**src/rtl/stream_demux_1xn_pkg.sv**
```systemverilog
// rtl/stream_demux_1xn_pkg.sv - shared limits and helpers for the 1-to-N stream demux
//
// Purpose: channel-count limit, default drop-counter width and a constant
//          clog2 used to derive select widths.
// Ports:   none (package).
package stream_demux_1xn_pkg;

  localparam int MAX_N_OUT     = 32;
  localparam int CNT_W_DEFAULT = 8;

  // Ceiling log2, usable in parameter expressions.
  function automatic int clog2(input int value);
    int result;
    int rem;
    result = 0;
    rem    = value - 1;
    while (rem > 0) begin
      result = result + 1;
      rem    = rem >> 1;
    end
    return result;
  endfunction

endpackage

```
**src/rtl/stream_demux_1xn_if.sv**
```systemverilog
// rtl/stream_demux_1xn_if.sv - producer and per-channel consumer handshakes of the demux
//
// Purpose: groups the input stream (in_*) and the N-channel output stream (out_*).
// Signals: in_valid/in_ready/in_data/in_sel/in_bcast  - single producer side
//          out_valid/out_ready (one bit per channel), out_data (shared bus)
// Modports: slave  - the demux itself
//           master - the environment driving the producer and consumers
interface stream_demux_1xn_if
  import stream_demux_1xn_pkg::*;
#(
  parameter int N_OUT = 8,
  parameter int DW    = 8
);
  localparam int SEL_W = clog2(N_OUT);

  logic             in_valid;
  logic             in_ready;
  logic [DW-1:0]    in_data;
  logic [SEL_W-1:0] in_sel;
  logic             in_bcast;
  logic [N_OUT-1:0] out_valid;
  logic [N_OUT-1:0] out_ready;
  logic [DW-1:0]    out_data;

  modport slave (
    input  in_valid, in_data, in_sel, in_bcast, out_ready,
    output in_ready, out_valid, out_data
  );

  modport master (
    output in_valid, in_data, in_sel, in_bcast, out_ready,
    input  in_ready, out_valid, out_data
  );

endinterface

```
**src/rtl/stream_demux_1xn_dec.sv**
```systemverilog
// rtl/stream_demux_1xn_dec.sv - select-to-onehot decoder with out-of-range flag
//
// Purpose: combinational generalisation of the 1x2 demux cell.
// Ports: sel_i    - channel select
//        en_i     - enable; onehot_o is all zero when low
//        onehot_o - N_OUT-bit one-hot of sel_i
//        oor_o    - sel_i does not name a channel (only possible for non power-of-2 N_OUT)
module stream_demux_1xn_dec
  import stream_demux_1xn_pkg::*;
#(
  parameter int N_OUT = 8,
  parameter int SEL_W = clog2(N_OUT)
) (
  input  logic [SEL_W-1:0] sel_i,
  input  logic             en_i,
  output logic [N_OUT-1:0] onehot_o,
  output logic             oor_o
);

  always_comb begin
    onehot_o = '0;
    oor_o    = (int'(sel_i) >= N_OUT);
    for (int k = 0; k < N_OUT; k++) begin
      onehot_o[k] = en_i && (int'(sel_i) == k);
    end
  end

endmodule

```
**src/rtl/stream_demux_1xn.sv**
```systemverilog
// rtl/stream_demux_1xn.sv - registered 1-to-N stream demultiplexer with broadcast
//
// Purpose: holds one item and a pending-delivery mask; each channel completes
//          independently, and a new item is taken once every pending channel
//          is done (or finishing in the same cycle).
// Ports: clk, rst  - clock, asynchronous active-high reset
//        bus       - slave side of stream_demux_1xn_if (input stream + N outputs)
//        err_drop  - one-cycle pulse after an item with a bad select was dropped
//        drop_cnt  - saturating count of dropped items
module stream_demux_1xn
  import stream_demux_1xn_pkg::*;
#(
  parameter int N_OUT = 8,
  parameter int DW    = 8,
  parameter int SEL_W = clog2(N_OUT),
  parameter int CNT_W = CNT_W_DEFAULT
) (
  input  logic               clk,
  input  logic               rst,
  stream_demux_1xn_if.slave  bus,
  output logic               err_drop,
  output logic [CNT_W-1:0]   drop_cnt
);

  logic [N_OUT-1:0] pend_q, pend_d;
  logic [DW-1:0]    data_q, data_d;
  logic             err_q, err_d;
  logic [CNT_W-1:0] cnt_q, cnt_d;
  logic [N_OUT-1:0] sel_onehot;
  logic             sel_oor;
  logic             accept;
  logic             drop;

  // Decoder disabled for broadcast so its one-hot never leaks into the mask.
  stream_demux_1xn_dec #(
    .N_OUT (N_OUT),
    .SEL_W (SEL_W)
  ) u_dec (
    .sel_i    (bus.in_sel),
    .en_i     (~bus.in_bcast),
    .onehot_o (sel_onehot),
    .oor_o    (sel_oor)
  );

  // Ready when no pending channel is being held off this cycle; this is what
  // lets the register refill every cycle under full consumer readiness.
  assign bus.in_ready  = ((pend_q & ~bus.out_ready) == '0);
  assign accept        = bus.in_valid & bus.in_ready;
  assign drop          = accept & ~bus.in_bcast & sel_oor;

  assign bus.out_valid = pend_q;
  assign bus.out_data  = data_q;
  assign err_drop      = err_q;
  assign drop_cnt      = cnt_q;

  always_comb begin
    pend_d = pend_q & ~bus.out_ready;
    data_d = data_q;
    err_d  = 1'b0;
    cnt_d  = cnt_q;
    if (accept) begin
      if (bus.in_bcast) begin
        pend_d = '1;
        data_d = bus.in_data;
      end else if (!sel_oor) begin
        pend_d = sel_onehot;
        data_d = bus.in_data;
      end else begin
        pend_d = '0;
      end
    end
    if (drop) begin
      err_d = 1'b1;
      if (cnt_q != '1) begin
        cnt_d = cnt_q + 1'b1;
      end
    end
  end

  always_ff @(posedge clk or posedge rst) begin
    if (rst) begin
      pend_q <= '0;
      data_q <= '0;
      err_q  <= 1'b0;
      cnt_q  <= '0;
    end else begin
      pend_q <= pend_d;
      data_q <= data_d;
      err_q  <= err_d;
      cnt_q  <= cnt_d;
    end
  end

endmodule

```
**src/flat_wrapper.sv**
```systemverilog
// flat-port wrapper written by rule: the top's interface ports become plain ports
module stream_demux_1xn_flat import stream_demux_1xn_pkg::*;
#(
  parameter int N_OUT = 8,
  parameter int DW    = 8,
  parameter int SEL_W = clog2(N_OUT),
  parameter int CNT_W = CNT_W_DEFAULT
)
  (clk, rst, err_drop, drop_cnt, bus_in_valid, bus_in_data, bus_in_sel, bus_in_bcast, bus_out_ready, bus_in_ready, bus_out_valid, bus_out_data);
  stream_demux_1xn_if #(.N_OUT(N_OUT), .DW(DW)) bus_i ();
  input  logic clk;
  input  logic rst;
  output logic err_drop;
  output logic [CNT_W-1:0] drop_cnt;
  input wire logic [$bits(bus_i.in_valid)-1:0] bus_in_valid;
  input wire logic [$bits(bus_i.in_data)-1:0] bus_in_data;
  input wire logic [$bits(bus_i.in_sel)-1:0] bus_in_sel;
  input wire logic [$bits(bus_i.in_bcast)-1:0] bus_in_bcast;
  input wire logic [$bits(bus_i.out_ready)-1:0] bus_out_ready;
  output wire logic [$bits(bus_i.in_ready)-1:0] bus_in_ready;
  output wire logic [$bits(bus_i.out_valid)-1:0] bus_out_valid;
  output wire logic [$bits(bus_i.out_data)-1:0] bus_out_data;
  assign bus_i.in_valid = bus_in_valid;
  assign bus_i.in_data = bus_in_data;
  assign bus_i.in_sel = bus_in_sel;
  assign bus_i.in_bcast = bus_in_bcast;
  assign bus_i.out_ready = bus_out_ready;
  assign bus_in_ready = bus_i.in_ready;
  assign bus_out_valid = bus_i.out_valid;
  assign bus_out_data = bus_i.out_data;
  stream_demux_1xn #(.N_OUT(N_OUT), .DW(DW), .SEL_W(SEL_W), .CNT_W(CNT_W)) u_core (.clk(clk), .rst(rst), .bus(bus_i), .err_drop(err_drop), .drop_cnt(drop_cnt));
endmodule
```
**config.mk**
```make
export PLATFORM = sky130hd
export DESIGN_NAME = stream_demux_1xn_flat
export DESIGN_NICKNAME = d
export VERILOG_FILES = /design/src/rtl/stream_demux_1xn_pkg.sv /design/src/rtl/stream_demux_1xn_if.sv /design/src/rtl/stream_demux_1xn_dec.sv /design/src/rtl/stream_demux_1xn.sv /design/src/flat_wrapper.sv
export SDC_FILE = /design/constraint.sdc
export NUM_CORES = 1
export LEC_CHECK = 0
export CELL_PAD_IN_SITES_DETAIL_PLACEMENT = 2
export CELL_PAD_IN_SITES_GLOBAL_PLACEMENT = 2
export CORE_MARGIN = 1.5
export CORE_UTILIZATION = 18
export DETAILED_ROUTE_END_ITERATION = 6
export PLACE_DENSITY = 0.75
export REMOVE_ABC_BUFFERS = 1
export SETUP_SLACK_MARGIN = 0.05
export SLEW_MARGIN = 10
export SYNTH_ARGS = -nofsm -noshare
export SYNTH_HDL_FRONTEND = slang
export SYNTH_SLANG_ARGS = --single-unit
```
**constraint.sdc**
```tcl
create_clock -name clk -period 1.49 [get_ports clk]
set_clock_uncertainty 0.2 [all_clocks]
set_input_delay 0.298 -clock clk [delete_from_list [all_inputs] [get_ports clk]]
set_output_delay 0.298 -clock clk [all_outputs]
set_load 0.02 [all_outputs]
```
======== Yosys cells after proc, flatten, opt, wreduce, memory -nomap -nowiden ========
Index checks and enable logic that the tools add are counted.
storage, ports and cells
  register bits after elaboration ......... 16
  output and inout bits ................... 26
cells by class
  eq/ne operators ......................... 7
  muxes and demuxes ....................... 2
  bitwise logic cells ..................... 4
  reduce and logical (&&, ||, !) cells .... 10
operators with widths
  operator                                                               number
  8-bit 2-to-1 mux                                                       2
  3-bit equality test, second input constant                             4
  8-bit AND                                                              1
  1-bit logical AND                                                      8
  8-bit logical NOT                                                      1
  8-bit inverter                                                         1
  3-bit by 2-bit equality test with 1-bit output, second input constant  2
  3-bit by 1-bit equality test with 1-bit output, second input constant  1
  3-bit logical NOT                                                      1
  1-bit AND                                                              1
  1-bit inverter                                                         1

======== Logic depth before layout (Yosys ltp) ========
Gate-level depths: netlist of run 1.
  depth after elaboration ................. 5
  mapped depth ............................ 5
  depth with buffers taken out ............ 4

======== By module ========
Synthesis of run 1 repeated with hierarchy kept, for this count alone.
second synthesis, totals
  cell total of the unflattened synthesis .. 107
  area total of the unflattened synthesis .. 1258.7 um^2
modules (own cells, without submodules)
  module                instances  cells each  area each (um^2)  seq. area each (um^2)
  stream_demux_1xn      1          97          1152.4            625.6
  stream_demux_1xn_dec  1          10          106.4             0.0

======== Least setup slack after synthesis of run 1 ========
OpenSTA, ideal clock, no wires.
  path type ............................... register to register
  from .................................... reg u_core.pend_q[6], in the netlist u_core.bus.out_valid[6]
  to ...................................... reg u_core.data_q[2], in the netlist u_core.bus.out_data[2]
  setup time .............................. 125 ps
  data arrival time ....................... 1402 ps
  data required time ...................... 1165 ps
  slack ................................... -237 ps
  cell stages (with the launch flop) ...... 6
  buffers on the path ..................... 1
  cell sequence ........................... dfrtp_1 > nor2b_1 > nor2_1 > nand4_4 > buf_6 > mux2_4
between the ends
  cells in the longest elaborated chain, start to end .. 3
ends and longest elaborated chain
  element                   line                    RTL
  start: declaration        stream_demux_1xn.sv:25  logic [N_OUT-1:0] pend_q, pend_d;
  start signal: assignment  stream_demux_1xn.sv:87  pend_q <= pend_d;
  8-bit AND                 stream_demux_1xn.sv:47  assign bus.in_ready = ((pend_q & ~bus.out_ready) == '0);
  8-bit logical NOT         stream_demux_1xn.sv:47
  1-bit AND                 stream_demux_1xn.sv:48  assign accept = bus.in_valid & bus.in_ready;
  end signal: assignment    stream_demux_1xn.sv:88  data_q <= data_d;
  end: declaration          stream_demux_1xn.sv:26  logic [DW-1:0] data_q, data_d;
Every way passes these cells.
A chain may end at the register's enable or synchronous reset.

======== Worst setup path in the final report of run 1 ========
  from .................................... reg u_core.pend_q[1], in the netlist u_core.bus.out_valid[1]
  to ...................................... out bus_in_ready
between the ends
  cells in the longest elaborated chain, start to end .. 2
ends and longest elaborated chain
  element            line                    RTL
  8-bit AND          stream_demux_1xn.sv:47
  8-bit logical NOT  stream_demux_1xn.sv:47
  end: declaration   flat_wrapper.sv:20      output wire logic [$bits(bus_i.in_ready)-1:0] bus_in_ready;
Every way passes these cells.

==> run metrics, run 1 <==
Hold Fails Final Rpt 0; first-pass GRT wire length 4.33 mm; Post-DP HPWL 1.88 mm; post-synthesis area per instance 11.3 um^2; most common cell after layout, fill and taps aside dfrtp_1; Vias/cell between 4 and 5; critical-path cell list nand2b_4 > and4_4 > and3_4 > buf_6; Fmax roughly 0.57 GHz; Crit path largest cell delay roughly 0.41 ns; crit-path leading delay family simple AND/OR/NAND/NOR gates; Setup WS post-layout -0.263 ns; CP Launch Type flop; row cnt 24; period utilization 118%; TritonCTS clock tree yes; R2R Setup Slk -0.20 ns; core box area around 4300 um^2; total power 2.68 mW; DIE AREA 4860 um^2; unrepaired setup endpoints after global routing true; final setup fails 17; PortBufs 39; antenna violations before repair 0; fin. max-slew vios 0; Leak 0.676 nW; initial drt markers 11; Yosys warning total 0; Starting Density 18.5%; Seq/Total Area, Yosys 50.0%; First-pass DRT Iterations 2; final hold slack ~0.16 ns; Filler Cells Inserted roughly 490; # hold bufs at CTS 0; failing checks negative setup slack; # IOs 49; Final ANT Viol Nets 0; Power Dens Cells 1900 nW/um^2; Clock Latency Late Sink 0.25 ns; vias 751; Syn Inst Count 71; P&R area growth vs syn 76.6%; CTS Buffer Depth 2; nature of the critical path endpoint output pin; Critical Path AT 1.26 ns; synthesized flop and latch total 16; minimum clock period between 1.5 and 2 ns; Die Y-Extent 69.7 um; Final Wtd Congestion 0.748; Worst Path Buf+Inv 1; # nets final 152; Total Routing Usage GR 11.2%; wire per inst around 14 um; CP required 0.99 ns; clk sinks 16; Worst VDD drop 0.736 mV; Clk pin slew, worst setup/hold paths 0.07 ns; CP Class reg -> out; Synth cell types 21; status finished with violations; most frequent cells in the layout dfrtp_1 (16), clkdlybuf4s50_1 (14), buf_4 (12); width of the die 69.7 um; Worst Hold Class in -> async; H-tree level count 1; largest net degree at the start of global routing 17; layout cells sized above 1 45.3%; vias in the first global route 900; cell area after synthesis 801 um^2; total grt overflow 0; CTS root buf clkbuf_8; ANT cells 0; detailed-route wire length 2.60 mm; Critical-path top delay cell dfrtp_1; CTS buffer count 3; Max Cap Viol 0; detailed-route DRC error count 0; Worst Path Max Fanout 2
-- registers in the layout (all words and copies together), names as in the netlist --
name	flops
u_core.bus.out_valid	8
u_core.bus.out_data	8
-- logic make-up after synthesis --
| family | Yosys count | synth area share (%) |
|---|---|---|
| AO/OA/AOI/OAI | 17 | 13.0 |
| flip-flops | 16 | 50.0 |
| multiplexers | 8 | 12.2 |
| other | 1 | 0.468 |
| buffers and inverters | 16 | 12.7 |
| AND/OR/NAND/NOR | 13 | 11.7 |
-- final timing paths --
path / startpoint / endpoint / cells after the start
worst min register to register: u_core.bus.out_data[1] / u_core.bus.out_data[1] / 1
worst min-delay path: rst / u_core.bus.out_valid[4] / 3
max in group asynchronous: rst / u_core.bus.out_data[5] / 3
worst max-delay path: u_core.bus.out_valid[1] / bus_in_ready / 4
worst max register to register: u_core.bus.out_valid[1] / u_core.bus.out_data[3] / 5
min in group clk: bus_out_ready[0] / u_core.bus.out_valid[0] / 3
-- worst register-to-register path, stage by stage (launching register included) --
cell and delay, ns:
dfrtp_1 0.41, nand2b_4 0.08, and4_4 0.23, buf_4 0.15, nand4_4 0.16, mux2_4 0.34
-- what timing repair did --
action,in CTS,in global routing
endpoints found under the setup margin,33,27
buffers inserted,4,2
resized for setup,78,11
pin swaps,6,2
hold endpoints to repair,0,0
gates cloned,1,0
-- through the flow --
stage	cells	area [um^2]	setup TNS, ns	util, %	worst slack [ns]
after detailed placement	172	1300	-11.23	30.1	-0.889
after global placement	172	1300	-10.31	30.1	-0.852
after floorplan	68	748	-1.52	-	-0.196
after global routing	180	1410	-3.48	32.7	-0.306
after CTS	180	1450	-2.69	33.4	-0.268
final	180	1410	-2.63	32.7	-0.263
-- Yosys cell counts --
library cell,n,area (um^2)
a31oi_1,6,37.5
a21oi_1,2,10.0
and3_1,1,6.26
o21ai_0,1,5.00
nor2b_1,3,18.8
buf_1,1,3.75
nor2_1,2,7.51
nand2b_1,4,25.0
a21oi_2,1,8.76
inv_1,5,18.8
nand2_1,1,3.75
mux2_4,2,30.0
conb_1,1,3.75
and4_4,1,11.3
nand4_4,1,21.3
buf_4,9,67.6
o21bai_1,3,22.5
buf_6,1,11.3
o21ai_1,4,20.0
dfrtp_1,16,400
mux2_2,6,67.6
-- where the power goes --
group / internal [mW] / leakage (nW) / switching (mW)
Combinational: 0.776 / 0.449 / 0.751
Clock: 0.234 / 0.0288 / 0.148
Sequential: 0.637 / 0.199 / 0.137
Total: 1.65 / 0.676 / 1.04
-- area by class of cell --
type,count,area [um^2],share of cell area (%)
clock buffers,4,55.1,3.89
inverters,5,18.8,1.33
multi-input cells,48,402,28.4
flip-flops and latches,16,400,28.3
well taps,52,65.1,4.60
repair buffers,55,473,33.5
-- layer usage --
layer  vias up  wire length (um)  track usage (%)
li1        340                 -                -
met1       374               983             12.7
met2        37              1420             21.5
met3         0               198             3.49
met4         0                 0            0.641
met5         -                 0                0
(Power assumes the default switching activity.)
==> run 2: changes to the inputs <==
GPL_TIMING_DRIVEN = 0   (was default)
==> run metrics, run 2 (synthesized netlist as in run 1, its figures left out) <==
status finished with violations; failing checks negative setup slack; Die Y-Extent 69.7 um; worst slew pin tran 0.646 ns; total power 2.67 mW; Critical Path AT between 1 and 1.5 ns; CTS root buf clkbuf_8; # IOs 49; Worst VDD drop roughly 0.57 mV; nature of the critical path endpoint output pin; Max Cap Viol 0; Post-DP HPWL approximately 1.7 mm; Crit path largest cell delay 0.42 ns; vias in the first global route 770; Setup WS post-layout -0.299 ns; fin. max-slew vios 0; CTS Buffer Depth 2; clk sinks 16; critical-path cell list nand2b_4 > and4_4 > and3_4 > buf_6; total grt overflow 0; R2R Setup Slk -0.22 ns; First-pass DRT Iterations 4; Power Dens Cells 1920 nW/um^2; Worst Setup EP bus_in_ready; Crit path depth 4; Hold Fails Final Rpt 0; Worst Hold Class in -> async; CP required 0.99 ns; Clk pin slew, worst setup/hold paths roughly 0.070 ns; H-tree level count 1; Final Wtd Congestion just over 0.7; Leak 0.656 nW; Slew HR between 50% and 60%; antenna violations before repair 0; # hold bufs at CTS 0; most common cell after layout, fill and taps aside dfrtp_1; crit-path leading delay family simple AND/OR/NAND/NOR gates; Worst R2R Path Depth 6; initial drt markers 23; minimum clock period roughly 1.8 ns; layout cells sized above 1 45.0%; Starting Density 18.5%; Worst Path Max Fanout 2; reg-to-reg endpoint u_core.bus.out_data[2]; period utilization 120%; Final ANT Viol Nets 0; vias 707; Critical-path top delay cell dfrtp_1; Total Routing Usage GR 10.3%; first-pass GRT wire length 3.88 mm; final setup fails 15; DIE AREA 4860 um^2; CP Launch Type flop; unrepaired setup endpoints after global routing true; most frequent cells in the layout dfrtp_1 (16), clkdlybuf4s50_1 (15), conb_1 (9); width of the die 69.7 um; Vias/cell ~4.1; CP Class reg -> out; final hold slack between 0.2 and 0.25 ns; TritonCTS clock tree yes; P&R area growth vs syn 74.1%; Fmax 0.559 GHz; final instance area 1390 um^2; Clock Latency Late Sink 0.25 ns; detailed-route wire length 2.53 mm; Worst Path Buf+Inv 1; # nets final 145; PortBufs 39; Post-DP Area 1200 um^2; Critical path origin u_core.bus.out_valid[3]; wire per inst ~15 um; row cnt 24; detailed-route DRC error count 0; core box area 4320 um^2; largest net degree at the start of global routing 17; ANT cells 0; CTS buffer count 3; origin of the critical flop-to-flop path u_core.bus.out_valid[3]
[run 2: metal layers]
metal	track usage [%]	part of all wire, %	routed length (um)	vias up
met2	20.5	57	1430	37
met5	0	0	0	-
li1	-	-	-	322
met4	1.28	0.40	10	0
met1	10.5	36	901	346
met3	3.49	7.4	187	2
[run 2: repair_timing]
| action | CTS | global route |
|---|---|---|
| pin swaps | 4 | 9 |
| setup buffers | 5 | 5 |
| resized for setup | 76 | 22 |
| gates cloned | 1 | 0 |
| endpoints found under the setup margin | 33 | 29 |
[run 2: area by class of cell]
type	instances	area (um^2)
Clock buffer	3	41.3
Multi-Input combinational cell	47	419
Timing Repair Buffer	49	449
Inverter	5	18.8
Tap cell	52	65.1
Fill cell	476	2930
Sequential cell	16	400
[run 2: how the worst min path moves through the flow]
stage,slack (ns),startpoint,end
after CTS,0.24,bus_out_ready[3],u_core.bus.out_valid[3]
after global placement,0.29,u_core.bus.out_data[7],u_core.bus.out_data[7]
after global routing,0.25,bus_out_ready[3],u_core.bus.out_valid[3]
final,0.24,rst,u_core.bus.out_valid[4]
after floorplan,0.01,rst,u_core.bus.out_data[0]
after detailed placement,0.30,u_core.bus.out_data[7],u_core.bus.out_data[7]
[run 2: worst reg2reg max path: cells and delay by family, from the launching register on]
kind,cells,cell delay (ns)
multiplexers,1,0.29
buffers and inverters,2,0.27
AND/OR/NAND/NOR,3,0.42
flip-flops,1,0.42
[run 2: stage by stage]
stage               utilization [%]  instances  worst slack [ns]  setup TNS, ns
floorplan                         -         68            -0.196          -1.52
global placement               27.8        159            -0.878          -9.08
detailed placement             27.8        159            -0.912          -9.94
CTS                            32.2        168            -0.282          -2.90
global route                   32.2        172            -0.345          -2.91
finish                         32.2        172            -0.299          -2.03
[run 2: report_power, final]
group / switching, mW / internal (mW)
clock: 0.156 / 0.180
sequential: 0.137 / 0.636
combinational: 0.745 / 0.816
==> run 3: changes to the inputs <==
TNS_END_PERCENT = 20   (was default)
==> run metrics, run 3 (synthesized netlist as in run 1, its figures left out) <==
First-pass DRT Iterations 4; status finished with violations; cell total after placement 159; Clk pin slew, worst setup/hold paths approximately 0.07 ns; Hold Fails Final Rpt 0; CTS Buffer Depth 2; Worst Setup EP bus_in_ready; detailed-route DRC error count 0; final hold slack around 0.24 ns; Total Routing Usage GR between 10% and 20%; Worst Hold Class in -> async; Slew HR a little under three fifths; Max Cap Viol 0; most common cell after layout, fill and taps aside dfrtp_1; detailed-route wire length 2.45 mm; Cell Count, Final, Fillers Out roughly 170; TritonCTS clock tree yes; worst slew pin tran 0.646 ns; Vias/cell 4.09; total grt overflow 0; # hold bufs at CTS 0; Clock Latency Late Sink 0.25 ns; Fmax 0.564 GHz; FF/Latch Area 400 um^2; Critical path origin u_core.bus.out_valid[1]; wire per inst 14.3 um; Filler Cells Inserted 482; Power Dens Cells 1910 nW/um^2; Worst R2R Path Depth 6; failing checks negative setup slack; Post-DP HPWL roughly 1.7 mm; core box area 4320 um^2; nature of the critical path endpoint output pin; ANT cells 0; Leak 0.648 nW; Setup WS post-layout -0.283 ns; origin of the critical flop-to-flop path u_core.bus.out_valid[2]; # nets final 144; Final ANT Viol Nets 0; CTS root buf clkbuf_8; fin. max-slew vios 0; period utilization 119%; DIE AREA 4860 um^2; P&R area growth vs syn 69.2%; clk sinks 16; unrepaired setup endpoints after global routing true; # IOs 49; Die Y-Extent ~70 um; largest net degree at the start of global routing 17; Worst VDD drop ~0.6 mV; Starting Density 18.5%; CP required 0.99 ns; vias in the first global route around 750; R2R Setup Slk -0.23 ns; reg-to-reg endpoint u_core.bus.out_data[1]; first-pass GRT wire length 3.78 mm; H-tree level count 1; antenna violations before repair 0; CP Class reg -> out; width of the die 69.7 um; minimum clock period ~1.8 ns; Final Wtd Congestion 0.724; row cnt 24; multi-input logic area 402 um^2; most frequent cells in the layout dfrtp_1 (16), clkdlybuf4s50_1 (15), conb_1 (9), clkbuf_2 (9), dlygate4sd2_1 (7); final setup fails 17; vias 699; PortBufs 39; initial drt markers 28; Critical Path AT between 1 and 1.5 ns; Worst Path Max Fanout 2; CP Launch Type flop; CTS buffer count 3; layout cells sized above 1 43.7%
[run 3: cell count changes in the layout (fill, tap and decap cells not counted), sizes merged]
| cell | before | now |
|---|---|---|
| buf | 17 | 14 |
| clkbuf | 10 | 12 |
[run 3: area by class of cell]
type | instances | area share, %
timing repair buffer | 48 | 31.6
tap | 52 | 4.80
clock buffer | 3 | 3.05
multi-input combinational | 47 | 29.6
sequential | 16 | 29.5
inverter | 5 | 1.39
[run 3: worst min-delay path by stage]
| stage | endpoint | from | slack (ns) |
|---|---|---|---|
| after floorplan | u_core.bus.out_data[0] | rst | 0.01 |
| after global placement | u_core.bus.out_data[7] | u_core.bus.out_data[7] | 0.29 |
| after detailed placement | u_core.bus.out_data[7] | u_core.bus.out_data[7] | 0.30 |
| after CTS | u_core.bus.out_valid[3] | bus_out_ready[3] | 0.24 |
| after global routing | u_core.bus.out_valid[7] | bus_out_ready[7] | 0.26 |
| final | u_core.bus.out_valid[4] | rst | 0.24 |
[run 3: metrics by stage]
stage	setup WS [ns]	cell area, um^2	setup TNS (ns)	utilization, %	total power [mW]
after detailed placement	-0.912	1200	-9.94	27.8	2.07
after CTS	-0.287	1360	-2.94	31.4	2.59
final	-0.283	1360	-3.25	31.3	2.59
after floorplan	-0.196	748	-1.52	-	1.44
after global placement	-0.878	1200	-9.08	27.8	2.02
after global routing	-0.334	1360	-3.87	31.3	2.75
[run 3: worst max-delay path, stage by stage (launching register included)]
cell and delay [ns]:
dfrtp_1 0.41, nand2b_4 0.08, and4_4 0.24, and3_4 0.18
buf_6 0.11
[run 3: report_power, final]
part           total (mW)  leakage (nW)  switching [mW]  internal, mW
clock               0.334        0.0216           0.154         0.179
combinational        1.49         0.427           0.721         0.765
sequential          0.773         0.199           0.136         0.637
total                2.59         0.648            1.01          1.58
[run 3: routing by layer]
layer  global-route usage [%]  vias to the layer above  share of wire [%]
met3                     3.49                        2                7.8
met4                     1.28                        0               0.41
met1                     10.4                      341                 37
met5                        0                        -                  0
met2                     19.7                       37                 55
li1                         -                      319                  -
[run 3: timing repair]
item / in CTS / in global routing
gates resized for setup: 67 / 17
cloned: 1 / 0
setup buffers: 3 / 5
pin swaps: 8 / 5
setup endpoints to repair: 33 / 28
